`src/rtl/filter_cfg_sequencer.sv`:
```
// filter_cfg_sequencer: Avalon-MM shadow configuration for the image filter pipe.
// Shadow registers are copied to the active outputs only at a frame boundary
// (or straight away while idle), and pipe start/stop is aligned to frame start.
// Optional build macro: FILTER_FRAME_CNT_EN adds a 16-bit FRAME_CNT at word 13.
module filter_cfg_sequencer #(
  parameter logic [10:0] SOF_H = 11'd0,
  parameter logic [9:0]  SOF_V = 10'd0
) (
  input  logic        Clock,
  input  logic        Resetn,
  input  logic        Clock_en,
  input  logic [10:0] H_Count,
  input  logic [9:0]  V_Count,
  input  logic [3:0]  address,
  input  logic        chipselect,
  input  logic        read,
  input  logic        write,
  input  logic [31:0] writedata,
  output logic [31:0] readdata,
  output logic        Enable,
  output logic [31:0] Filter_config,
  output logic [31:0] C_m1_m1,
  output logic [31:0] C_m1_0,
  output logic [31:0] C_m1_p1,
  output logic [31:0] C_0_m1,
  output logic [31:0] C_0_0,
  output logic [31:0] C_0_p1,
  output logic [31:0] C_p1_m1,
  output logic [31:0] C_p1_0,
  output logic [31:0] C_p1_p1,
  output logic [31:0] C_ws
);
  typedef enum logic [1:0] {
    S_IDLE      = 2'd0,
    S_WAIT_SOF  = 2'd1,
    S_RUN       = 2'd2,
    S_STOP_PEND = 2'd3
  } state_t;

  // Config block: entry 0 = CONFIG, 1..9 = coefficients, 10 = C_ws (word addr 2..12)
  localparam int NREG = 11;
  // Everything zero except C_0_0 (entry 5) = 1: an identity filter
  localparam logic [NREG-1:0][31:0] CFG_RST = 352'd1 << 160;

  state_t                r_state, w_next;
  logic                  r_run_req, r_pend;
  logic [NREG-1:0][31:0] r_sh, r_act;
  logic [31:0]           r_rdata, w_rmux, w_fc_rd;
  logic                  w_sof, w_wr, w_rd, w_commit, w_apply, w_cfg_sel;
  logic [3:0]            w_idx;

  assign w_sof     = Clock_en && (H_Count == SOF_H) && (V_Count == SOF_V);
  assign w_wr      = chipselect && write;
  assign w_rd      = chipselect && read;
  assign w_commit  = w_wr && (address == 4'd0) && writedata[1];
  assign w_cfg_sel = (address >= 4'd2) && (address <= 4'd12);
  assign w_idx     = address - 4'd2;
  // Apply looks at the registered pending flag, so a commit written on a sof
  // cycle waits for the next sof.
  assign w_apply   = r_pend && ((r_state == S_IDLE) || w_sof);

  // FSM state register
  always_ff @(posedge Clock or negedge Resetn)
    if (!Resetn) r_state <= S_IDLE;
    else         r_state <= w_next;

  // FSM next-state: start/stop requests take effect on sof; a reversed request cancels
  always_comb begin
    w_next = r_state;
    case (r_state)
      S_IDLE:      if (r_run_req) w_next = S_WAIT_SOF;
      S_WAIT_SOF:  if (!r_run_req) w_next = S_IDLE;
                   else if (w_sof) w_next = S_RUN;
      S_RUN:       if (!r_run_req) w_next = S_STOP_PEND;
      S_STOP_PEND: if (r_run_req) w_next = S_RUN;
                   else if (w_sof) w_next = S_IDLE;
      default:     w_next = S_IDLE;
    endcase
  end

  // FSM output: pipe runs in RUN and until the stopping frame ends
  always_comb Enable = (r_state == S_RUN) || (r_state == S_STOP_PEND);

  // CTRL run request and commit pending flag; a commit while pending is a no-op
  always_ff @(posedge Clock or negedge Resetn)
    if (!Resetn) begin
      r_run_req <= 1'b0;
      r_pend    <= 1'b0;
    end else begin
      if (w_wr && address == 4'd0) r_run_req <= writedata[0];
      if (w_apply)       r_pend <= 1'b0;
      else if (w_commit) r_pend <= 1'b1;
    end

  // Shadow and active config; active copies the pre-write shadow on apply
  always_ff @(posedge Clock or negedge Resetn)
    if (!Resetn) begin
      r_sh  <= CFG_RST;
      r_act <= CFG_RST;
    end else begin
      if (w_wr && w_cfg_sel) r_sh[w_idx] <= writedata;
      if (w_apply)           r_act <= r_sh;
    end

`ifdef FILTER_FRAME_CNT_EN
  logic [15:0] r_frame_cnt;
  // Frames run with the pipe enabled; any write clears
  always_ff @(posedge Clock or negedge Resetn)
    if (!Resetn)                        r_frame_cnt <= 16'd0;
    else if (w_wr && address == 4'd13)  r_frame_cnt <= 16'd0;
    else if (w_sof && Enable)           r_frame_cnt <= r_frame_cnt + 16'd1;
  assign w_fc_rd = {16'd0, r_frame_cnt};
`else
  assign w_fc_rd = 32'd0;
`endif

  // Read mux: shadow values only, never active ones
  always_comb begin
    w_rmux = 32'd0;
    case (address)
      4'd0:    w_rmux = {31'd0, r_run_req};
      4'd1:    w_rmux = {28'd0, r_state, r_pend, Enable};
      4'd13:   w_rmux = w_fc_rd;
      default: if (w_cfg_sel) w_rmux = r_sh[w_idx];
    endcase
  end

  // Registered read data, held until the next read
  always_ff @(posedge Clock or negedge Resetn)
    if (!Resetn)   r_rdata <= 32'd0;
    else if (w_rd) r_rdata <= w_rmux;

  assign readdata      = r_rdata;
  assign Filter_config = r_act[0];
  assign C_m1_m1       = r_act[1];
  assign C_m1_0        = r_act[2];
  assign C_m1_p1       = r_act[3];
  assign C_0_m1        = r_act[4];
  assign C_0_0         = r_act[5];
  assign C_0_p1        = r_act[6];
  assign C_p1_m1       = r_act[7];
  assign C_p1_0        = r_act[8];
  assign C_p1_p1       = r_act[9];
  assign C_ws          = r_act[10];
endmodule

```
`config.mk`:
```
export PLATFORM = sky130hd
export DESIGN_NAME = filter_cfg_sequencer
export DESIGN_NICKNAME = d
export VERILOG_FILES = /design/src/rtl/filter_cfg_sequencer.sv
export SDC_FILE = /design/constraint.sdc
export NUM_CORES = 1
export LEC_CHECK = 0
export ABC_CLOCK_PERIOD_IN_PS = 1950
export CAP_MARGIN = 5
export CELL_PAD_IN_SITES_DETAIL_PLACEMENT = 2
export CELL_PAD_IN_SITES_GLOBAL_PLACEMENT = 2
export CORE_MARGIN = 3
export CORE_UTILIZATION = 37
export CTS_CLUSTER_SIZE = 14
export DETAILED_ROUTE_END_ITERATION = 6
export PLACE_DENSITY = 0.83
export SLEW_MARGIN = 15
export SYNTH_ARGS = -nofsm -noshare
export SYNTH_HDL_FRONTEND = slang
export SYNTH_SLANG_ARGS = --single-unit
```
`constraint.sdc`:
```
create_clock -name Clock -period 1.95 [get_ports Clock]
set_input_delay 0.195 -clock Clock [delete_from_list [all_inputs] [get_ports Clock]]
set_output_delay 0.195 -clock Clock [all_outputs]
set_load 0.005 [all_outputs]
```
## Yosys cells after proc, flatten, opt, wreduce, memory -nomap -nowiden

Cells that the tools add are included.

| storage, ports and cells | value |
|---|---|
| output and inout bits | 385 |
| register bits after elaboration | 740 |
| input bits | 63 |

| operators by class | value |
|---|---|
| add/subtract/negate cells | 1 |
| reductions and logical operators | 18 |
| mux-type cells | 16 |
| equal/unequal tests | 9 |
| magnitude comparators | 4 |

Operators with widths:

| kind | number |
|---|---|
| 352-bit bitwise mux | 1 |
| 32-bit binary-select mux with 4-bit select | 1 |
| 32-bit demux with 4-bit select | 1 |
| 32-bit 2-to-1 mux | 3 |
| 32-bit case mux with 3 select lines | 1 |
| 2-bit 2-to-1 mux | 6 |
| 11-bit zero test | 1 |
| 1-bit logical AND | 10 |
| 10-bit zero test | 1 |
| 2-bit case mux with 4 select lines | 1 |
| 3-bit inequality test, second input constant | 2 |
| 4-bit by 5-bit < comparator with 1-bit output, second input constant | 1 |
| 2-bit equality test, second input constant | 2 |
| 4-bit by 1-bit equality test with 1-bit output, second input constant | 1 |
| 4-bit equality test, second input constant | 1 |
| 4-bit by 1-bit >= comparator with 1-bit output, second input constant | 1 |
| 4-bit by 2-bit >= comparator with 1-bit output, second input constant | 1 |
| 4-bit less-or-equal comparator, second input constant | 1 |
| 4-bit zero test | 1 |
| 2-bit inequality test, second input constant | 2 |
| 4-bit AND reduction | 1 |
| 4-bit by 2-bit subtractor with 4-bit output, second input constant | 1 |
| 2-bit by 1-bit equality test with 1-bit output, second input constant | 1 |
| 2-bit zero test | 1 |
| other kinds (3) | 5 |

## Depth between registers and ports, before layout

| depth | value |
|---|---|
| depth in word-level cells | 6 |
| gate-level depth with buffers | 9 |

## Worst setup path before layout

Ideal clock, no wire load.

| timing | value |
|---|---|
| path kind | input to register |
| start | in address[1] |
| end | reg r_sh[229] (netlist name) |
| stages on the path | 8 |
| path buffers | 3 |
| arrival time | 2.039 ns |
| slack | -0.216 ns |
| setup time | 0.128 ns |
| cells stage by stage | buf_2 inv_1 ha_1 clkbuf_1 nor4b_4 o2111ai_1 buf_2 mux2_1 |

| on the way | value |
|---|---|
| longest elaborated chain between the ends | 6 |
| elaborated cells between the ends (all ways) | 11 |
| classes of those cells | add/sub: 1; order compare: 4; mux: 3; reduce/logical: 3 |

Ends and longest elaborated chain:

| item | RTL line | source |
|---|---|---|
| start, declared | 14 | `input logic [3:0] address,` |
| 4-bit by 2-bit subtractor with 4-bit output | 57 | `assign w_idx = address - 4'd2;` |
| 4-bit by 5-bit < comparator with 1-bit output (implied by the code) / 4-bit by 1-bit >= comparator with 1-bit output (equally long branches) | 101 | `if (w_wr && w_cfg_sel) r_sh[w_idx] <= writedata;` |
| 1-bit logical AND (implied by the code) | 101 |  |
| 32-bit 2-to-1 mux (implied by the code) | 101 |  |
| 32-bit demux with 4-bit select | 101 |  |
| 352-bit bitwise mux | 101 |  |
| end signal, assigned by index | 101 |  |
| end, declared | 47 | `logic [NREG-1:0][31:0] r_sh, r_act;` |

Several ways; a longest one is shown, not always the timed one.
A chain may end at the register's enable or synchronous reset.

## Worst setup path in the final report

| timing | value |
|---|---|
| start | reg r_rdata[20], in the netlist readdata[20] |
| end | out readdata[20] |

RTL lines:

| item | RTL line | source |
|---|---|---|
| start, declared | 48 | `logic [31:0] r_rdata, w_rmux, w_fc_rd;` |
| start signal, assigned | 131 | `else if (w_rd) r_rdata <= w_rmux;` |
| end, declared | 19 | `output logic [31:0] readdata,` |

No word-level cell between the ends.

==> impl_metrics.toml <==
[run_status]
outcome = "complete, but fails checks"
violations = "design-rule violations, negative setup slack"

[clock_tree]
root_buffer = "clkbuf_16"
clock_sinks = 740
clockBufferDepth = 3
cts_tree = "done"
insertion_delay_ps = 660
cts-htree-levels = 3
cts_buffers = 84
path_clk_slew_ps = 70

[grt]
grt_max_degree = 115
grt_pass1_wl_um = 262000
grt_usage_pct = 34.8
antenna_found_initial = 28
first_global_vias = 34500
grt.overflow.total = 0

[yosys]
yosys.cell_count.top_type = "dfrtp_1"
yosys.area.top_type_share_pct = 51.3
yosysUniqueCellTypes = 44
syn_inst = 3164
synth_fp_nets = 3229
synthArstFlopShare_pct = 100
synth-edff-count = 0
synth_area_leaders = "dfrtp_1, o211ai_1, mux2_2"
synth_mux_area_share_pct = 16.1
synth_common_cells = "dfrtp_1, o211ai_1, nand2_1"
synth_top_flop_cell = "dfrtp_1"
synth_xor_area_share_pct = 0.115
synth-compound-area-share_pct = 17.1
synthAdderAreaFrac_pct = 0.0696
yosysSeqAreaShare_pct = 51.5
synth_top_family_by_area = "compound AO/OA/AOI/OAI gates"
netlist_area_um2 = 36000
yosysTopAreaCell = "dfrtp_1"
avgSynthCellArea_um2 = 11.4
synth-seq-cells = 740
yosys.area_share.simple_pct = 11.3
synth_warnings = 0

[sta]
period_minus_slack_ps = 1960
setup_violations = 3
max_clock_freq_mhz = 509
maxSlewViolCount = 0
worst_slew_pin_slew_ps = 741
rsz0062_at_grt = "false"
slew_headroom_pct = 50.6
final-hold-violation-count = 0
fin_ws_ps = -13.4
finalCritPeriodShare_pct = 101
tns_ps = -25.0
clock_skew_ps = 37.8

[finish]
n_fill_cell = 9148
finish.utilization_pct = 48.5
drive_above_1_share_pct = 22.6
fin_cells = 4920
syn_to_final_growth_pct = 29.1
final_area_um2 = 46400
multi_input_area_um2 = 16200
nNetsFinal = 3637
regArea_um2 = 18500

[min_path]
hp-class = "input pin to asynchronous set/reset pin"

[floorplanning]
num_rows = 113
num_io_pins = 448
start_util_pct = 37.6
dieArea_um2 = 101000
die_w_um = 318
die_y_um = 318
coreArea_um2 = 95700

[drt]
routedWlPerCell_um = 36.7
via_count = 31600
avgViaCountPerCell = 6.43
dr.pass1.iters = 7
wirelength_um = 181000
postRouteAntennaNets = 0
drcViolationCount = 5
drt-initial-drc-count = 3531

[place]
dp_cells = 4746
place_hpwl_um = 116000
gp_congestion = 0.884
io_buffers = 447
placed_area_um2 = 43400

[critical_path]
cp.arrival_ps = 1770
cp_num_buf_inv = 1
crit_required_ps = 1750
start_kind = "flop"
critPathKind = "flop to primary output"
critical_path.cell_chain = "clkdlybuf4s50_1"
path_delay_family = "buffers and inverters"
end_kind = "primary output"
critPathSlowestCell = "clkdlybuf4s50_1"
critical_path_peak_fanout = 2
max_stage_delay_ps = 710

[pwr]
fin_total_pwr_uw = 49300
ir_worst_vdd_uv = 613
power.density_nw_per_um2 = 1060
p_leak_uw = 0.0184

[run]
maxCapViolations = 0
==> per-stage QoR <==
| stage | setup slack (ps) | hold slack [ps] |
|---|---|---|
| floorplan | -3.13 | -101 |
| global placement | -564 | 66.4 |
| detailed placement | -601 | 60.7 |
| CTS | 0.389 | 193 |
| global route | 1.52 | 224 |
| finish | -13.4 | 201 |
==> cell type report <==
type,count,share of cell area (%)
clock inverter,35,0.986
timing repair buffer,667,15.4
tap,1265,3.41
multi-input combinational,2077,34.9
clock buffer,121,5.37
inverter,2,0.0215
antenna,13,0.0700
sequential,740,39.9
==> tightest hold or removal path, delay by kind of cell <==
kind	cells	cell delay [ps]
buf+inv	3	980
==> worst paths after layout <==
check | from | to | slack [ps] | cells after the start
max in group asynchronous | Resetn | C_p1_m1[20]$_DFFE_PN0P_ | 610 | 3
hold reg to reg | readdata[21]$_DFFE_PN0P_ | readdata[21]$_DFFE_PN0P_ | 520 | 2
min in group Clock | address[1] | r_run_req$_DFFE_PN0P_ | 250 | 4
setup / recovery | readdata[20]$_DFFE_PN0P_ | readdata[20] | -10 | 1
setup reg to reg | r_sh[49]$_DFFE_PN0P_ | readdata[17]$_DFFE_PN0P_ | 70 | 4
hold / removal | Resetn | readdata[13]$_DFFE_PN0P_ | 200 | 3
==> power breakdown <==
group / internal [µW] / leakage [µW] / switching, µW
Combinational: 5190 / 0.00863 / 5590
Clock: 10100 / 0.00143 / 7330
Sequential: 17800 / 0.00829 / 3290
Total: 33100 / 0.0184 / 16200
==> layer usage <==
metal	global-route usage, %	wire [µm]	vias to the layer above	part of all wire (%)
met3	8.84	16200	458	9.0
met5	0	131	-	0.073
li1	-	-	12500	-
met2	55.2	83900	1830	46
met1	43.9	69500	16800	38
met4	17.9	10900	14	6.0
==> state kept, by name, indices dropped and copies added, names as in the netlist, named ones only <==
signal / count
C_ws: 32
C_m1_m1: 32
C_0_m1: 32
C_0_0: 32
C_p1_0: 32
C_p1_m1: 32
Filter_config: 32
r_run_req: 1
C_0_p1: 32
r_sh: 352
C_m1_p1: 32
readdata: 32
C_p1_p1: 32
r_pend: 1
r_state: 1
C_m1_0: 32
==> placed cells by master, fill, tap and decap left out, types with 4 or more instances in the layout <==
master,n
clkinv_2,12
nor2_4,6
and2_1,4
o211ai_1,710
buf_4,139
nand2_1,387
o21ai_0,32
mux2_1,13
mux4_2,64
clkbuf_1,15
mux2_2,373
clkinvlp_4,8
clkbuf_8,19
a32oi_1,28
buf_12,78
nand2b_1,382
bufinv_16,9
dfrtp_1,734
clkdlybuf4s50_1,441
clkbuf_16,88
a221o_1,32
diode_2,13
inv_6,4
==> kinds of logic (layout without fill, tap and decap cells) <==
logic type | Yosys count | in the layout
compound gates | 816 | 816
mux | 451 | 451
fa+ha+maj | 2 | 2
xor+xnor | 3 | 3
simple gates | 805 | 805
flops | 740 | 740
buf+inv | 347 | 825
other cells | 0 | 13
==> what timing repair did <==
| action | CTS | global route |
|---|---|---|
| endpoints found under the hold margin | 581 | 0 |
| setup buffers | 0 | 1 |
| resized for setup | 3 | 4 |
| setup endpoints to repair | 3 | 67 |
| hold buffers | 2 | 0 |
| cloned | 0 | 2 |
No activity file was read; power rests on OpenSTA's default activity.
